$ cat src/rtl/keypad_scanner.sv
// 4x4 keypad scanner: column-multiplexed row sampling, whole-scan reduction and
// scan-level debounce producing a committed hex key code, press strobe and held level.
module keypad_scanner #(
   parameter int unsigned SCAN_TICKS     = 25000,
   parameter int unsigned DEBOUNCE_SCANS = 4
) (
   input  logic       clk,
   input  logic       reset,
   input  logic [3:0] rows,
   output logic [3:0] cols,
   output logic [3:0] key_code,
   output logic       key_valid,
   output logic       key_held
);

   localparam int unsigned TW = $clog2(SCAN_TICKS);
   localparam int unsigned DW = $clog2(DEBOUNCE_SCANS + 1);

   typedef enum logic [1:0] {COL0, COL1, COL2, COL3} col_t;

   col_t          col_q, col_d;
   logic [TW-1:0] tick;
   logic [3:0]    rows_s1, rows_s2;
   logic          sample;
   logic          eval_q;
   logic [1:0]    hit_cnt;
   logic [3:0]    first_code;
   logic [2:0]    col_hits;
   logic [1:0]    first_row;
   logic          found;
   logic [2:0]    acc_sum;
   logic [1:0]    hit_next;
   logic [4:0]    prev_res;
   logic [4:0]    scan_res;
   logic [4:0]    committed;
   logic [DW-1:0] stable_cnt, stable_d;
   logic          commit_key, commit_none;

   function automatic logic [3:0] key_map(input logic [1:0] row, input logic [1:0] col);
      logic [3:0] code;
      unique case ({row, col})
         4'h0: code = 4'h1;  4'h1: code = 4'h2;  4'h2: code = 4'h3;  4'h3: code = 4'hA;
         4'h4: code = 4'h4;  4'h5: code = 4'h5;  4'h6: code = 4'h6;  4'h7: code = 4'hB;
         4'h8: code = 4'h7;  4'h9: code = 4'h8;  4'hA: code = 4'h9;  4'hB: code = 4'hC;
         4'hC: code = 4'h0;  4'hD: code = 4'hF;  4'hE: code = 4'hE;  default: code = 4'hD;
      endcase
      return code;
   endfunction

   assign sample = (tick == TW'(SCAN_TICKS - 1));

   always_comb begin
      col_d = col_q;
      if (sample) begin
         unique case (col_q)
            COL0:    col_d = COL1;
            COL1:    col_d = COL2;
            COL2:    col_d = COL3;
            default: col_d = COL0;
         endcase
      end
      cols        = '1;
      cols[col_q] = 1'b0;
   end

   // Hits in the current column, first pressed row in top-to-bottom order.
   always_comb begin
      col_hits  = '0;
      first_row = '0;
      found     = 1'b0;
      for (int unsigned r = 0; r < 4; r++) begin
         if (!rows_s2[r]) begin
            col_hits = col_hits + 3'd1;
            if (!found) begin
               first_row = 2'(r);
               found     = 1'b1;
            end
         end
      end
      acc_sum  = {1'b0, hit_cnt} + col_hits;
      hit_next = (acc_sum >= 3'd2) ? 2'd2 : acc_sum[1:0];
   end

   // Results are {is_key, code}; NONE is all zero so it compares cleanly.
   always_comb begin
      scan_res    = (hit_cnt == 2'd1) ? {1'b1, first_code} : '0;
      committed   = key_held ? {1'b1, key_code} : '0;
      stable_d    = DW'(1);
      commit_key  = 1'b0;
      commit_none = 1'b0;
      if (scan_res == prev_res) begin
         stable_d = (stable_cnt == DW'(DEBOUNCE_SCANS)) ? stable_cnt : stable_cnt + DW'(1);
      end
      if (eval_q && stable_d == DW'(DEBOUNCE_SCANS) && scan_res != committed) begin
         commit_key  = scan_res[4];
         commit_none = !scan_res[4];
      end
   end

   always_ff @(posedge clk) begin
      if (reset) begin
         rows_s1    <= '1;
         rows_s2    <= '1;
         tick       <= '0;
         col_q      <= COL0;
         eval_q     <= 1'b0;
         hit_cnt    <= '0;
         first_code <= '0;
         prev_res   <= '0;
         stable_cnt <= '0;
         key_code   <= '0;
         key_valid  <= 1'b0;
         key_held   <= 1'b0;
      end else begin
         rows_s1   <= rows;
         rows_s2   <= rows_s1;
         tick      <= sample ? '0 : tick + TW'(1);
         col_q     <= col_d;
         eval_q    <= sample && (col_q == COL3);
         key_valid <= commit_key;
         if (sample) begin
            if (hit_cnt == 2'd0 && col_hits != 3'd0) begin
               first_code <= key_map(first_row, col_q);
            end
            hit_cnt <= hit_next;
         end
         if (eval_q) begin
            hit_cnt    <= '0;
            first_code <= '0;
            prev_res   <= scan_res;
            stable_cnt <= stable_d;
            if (commit_key) begin
               key_code <= scan_res[3:0];
               key_held <= 1'b1;
            end
            if (commit_none) begin
               key_held <= 1'b0;
            end
         end
      end
   end

endmodule

$ cat config.mk
export PLATFORM = sky130hd
export DESIGN_NAME = keypad_scanner
export DESIGN_NICKNAME = d
export VERILOG_FILES = /design/src/rtl/keypad_scanner.sv
export SDC_FILE = /design/constraint.sdc
export NUM_CORES = 1
export LEC_CHECK = 0
export CAP_MARGIN = 0
export CORE_MARGIN = 2
export CORE_UTILIZATION = 45
export CTS_CLUSTER_SIZE = 40
export DETAILED_ROUTE_END_ITERATION = 10
export PLACE_DENSITY = 0.69
export SLEW_MARGIN = 20
export SYNTH_ARGS = -nofsm -noshare
export SYNTH_HDL_FRONTEND = slang
export SYNTH_SLANG_ARGS = --single-unit
export TNS_END_PERCENT = 20
$ cat constraint.sdc
create_clock -name clk -period 3.28 [get_ports clk]
set_clock_uncertainty 0.1 [all_clocks]
set_input_delay 0.328 -clock clk [delete_from_list [all_inputs] [get_ports clk]]
set_output_delay 0.328 -clock clk [all_outputs]
set_load 0.01 [all_outputs]
==> impl_metrics.ini <==
[timing]
rsz0062_at_grt = false
worst_pin_slew_ns = 0.597
setup_viol = 0
final-hold-violation-count = 0
drv_slew = 0
fin_hold_ws_ns = 0.312
period_minus_slack_ns = 2.87
relSlewSlack = 0.602
fin_tns_setup_ns = 0
fmax_mhz = 349
period_share = 0.874

[final_layout]
area_delta_synth_final_pct = 11.6
fillCellCount = 515
antenna_cells = 0
layout-drive-gt1-share = 0.0934
final_util = 0.514
nets = 313
layout_common_cells = 46 x dfxtp_1, 30 x nor2_1, 18 x inv_1
final_common_cell = dfxtp_1

[route]
ant_nets = 0
num_vias = 1865
drt_iter0_drc = 113
route.detailed.drc = 0
via_per_inst = 5.17
first_pass_iters = 4
wirelength_microns = 4390
wl_per_cell_microns = 12.1

[worst_setup_path]
worstPathCellList = inv_1, ha_1, xnor2_1, ha_1, nor2_1, a31oi_1, fa_1, xnor3_1, nor2b_1, nand3_1, a21oi_1
critPathSlowestCell = fa_1
arrival_ns = 2.99
cp.required_ns = 3.40
cpPeakStageDelay_ns = 0.42
path_common_cell = ha_1
cp_num_buf_inv = 1
start_kind = register
crit_fanout = 6
crit_type = reg2reg
cp-end-kind = register
crit_family = adder cells

[power]
p_seq_frac = 0.595
intPower_mw = 0.755
power_frac_comb = 0.055
switching_share = 0.214
p_switching_mw = 0.206
vdd_drop_max_uv = 226
p_clk_frac = 0.350
p_leak_nw = 1.02
powerDensity_mw_per_mm2 = 346

[global_routing]
grt_max_degree = 22
grt_first_pass_wirelength_microns = 8010
antenna_found_initial = 0
track_usage = 0.159
grt_pass1_vias = 1832
grt-ovfl-total = 0

[clocking]
post_cts_buffers = 0
cts_sinks = 46
cts_root_buffer = clkbuf_8
numCtsBuffers = 5
cts_resized = 0
h-tree-depth = 2
clk_pin_slew_ns = 0.08
clk_latency_ns = 0.29
cts_tree = yes
cts_hold_buf = 0
cts_buffer_depth = 2

[synthesis]
synth_edf_count = 0
syn-cell-area_sq_mm = 0.00249
synthFlopType = dfxtp_1
ys_ff_latch = 46
ys_warn_count = 0
synth_top_family_by_area = simple AND/OR/NAND/NOR gates
synth_xor_area_frac = 0.0760
syn-num-nets = 299
synth_compound_area_frac = 0.150
post_synth_num_cell_types = 45
avgSynthCellArea_sq_um = 9.01
syn_inst = 276
synthSimpleGateAreaFrac = 0.233
synth_mux_area_frac = 0.0382
async_reset_ff_frac = 0
yosys.area_share.adder = 0.0885
synth.yosys.seq_area_share = 0.370

[die]
row_count = 27
die_area_sq_mm = 0.00614
fp.dieW_microns = 78.3
io_pins = 16
start_util = 0.460
fp.dieH_microns = 78.3
fp.coreArea_sq_mm = 0.00541

[run_status]
status = complete, no violations

[placement]
io_buffers = 15
place_congestion = 0.788
hpwl_microns = 3300

[worst_hold_path]
min_path_type = reg2reg

[run]
maxCapViolCount = 0
==> flip-flops by register name, summed over array words and instances (netlist names), 3 cells and up <==
signal      flops
tick           15
prev_res        5
first_code      4
key_code        4
rows_s1         4
rows_s2         4
stable_cnt      3
==> routing by layer <==
| layer | global-route usage | vias up | wire length [microns] |
|---|---|---|---|
| met5 | 0 | - | 0 |
| met4 | 0.0316 | 0 | 14 |
| met3 | 0.0425 | 2 | 123 |
| met2 | 0.269 | 19 | 2130 |
| met1 | 0.205 | 853 | 2120 |
| li1 | - | 991 | - |
==> path summary, 6_finish.rpt <==
kind                          from                      end  slack (ns)  cells after the start
max          rows_s2[0]$_SDFF_PP1_  hit_cnt[0]$_SDFFE_PP0P_        0.41                     11
min          rows_s1[1]$_SDFF_PP1_    rows_s2[1]$_SDFF_PP1_        0.31                      1
max reg2reg  rows_s2[0]$_SDFF_PP1_  hit_cnt[0]$_SDFFE_PP0P_        0.41                     11
min reg2reg  rows_s1[1]$_SDFF_PP1_    rows_s2[1]$_SDFF_PP1_        0.31                      1
==> power groups by stage <==
stage	Sequential (mW)	Clock (mW)	Combinational, mW
floorplan	0.582	0	0.0427
global placement	0.585	0	0.0524
detailed placement	0.585	0	0.0530
CTS	0.572	0.348	0.0536
global route	0.573	0.370	0.0606
finish	0.572	0.336	0.0528
==> kinds of logic (layout without fill, tap and decap cells) <==
family	Yosys count	count (layout)
xor gates and xnor gates	20	20
muxes	8	8
buffers and inverters	27	40
DFF	46	46
AOI/OAI and AO/OA	45	45
and+or+nand+nor	113	113
adders and majority gates	17	17
==> synthesized netlist by cell type, types with 7 or more instances <==
master / n / area [sq um]
dfxtp_1: 46 / 921
nor2_1: 30 / 113
inv_1: 18 / 67.6
a21oi_1: 16 / 80.1
ha_1: 16 / 200
nand2_1: 16 / 60.1
nand3_1: 15 / 75.1
xnor2_1: 13 / 114
nor3_1: 11 / 55.1
or2_2: 10 / 62.6
a211oi_1: 7 / 52.6
nor2b_1: 7 / 43.8
==> area by class of cell <==
cell class / count / area (sq um) / area share
clock buffers: 6 / 82.6 / 0.0297
inverters: 18 / 67.6 / 0.0243
multi-input cells: 203 / 1460 / 0.525
flip-flops and latches: 46 / 921 / 0.332
well taps: 72 / 90.1 / 0.0324
repair buffers: 16 / 158 / 0.0568
==> metrics by stage <==
step	power (mW)	cells	setup WS (ns)	cell area, sq um
6_report	0.961	361	0.413	2780
3_3_place_gp	0.637	355	0.501	2690
2_1_floorplan	0.625	276	0.595	2490
3_5_place_dp	0.638	355	0.411	2690
4_1_cts	0.974	361	0.383	2780
5_1_grt	1.00	361	0.137	2780
==> worst reg2reg max path: stages, from the launching register on <==
cell and delay (ns):
dfxtp_1 0.41, inv_1 0.07, ha_1 0.37, xnor2_1 0.25, ha_1 0.27, nor2_1 0.08, a31oi_1 0.08, fa_1 0.42
xnor3_1 0.35, nor2b_1 0.17, nand3_1 0.09, a21oi_1 0.15
Power figures use the tool's default switching activity.
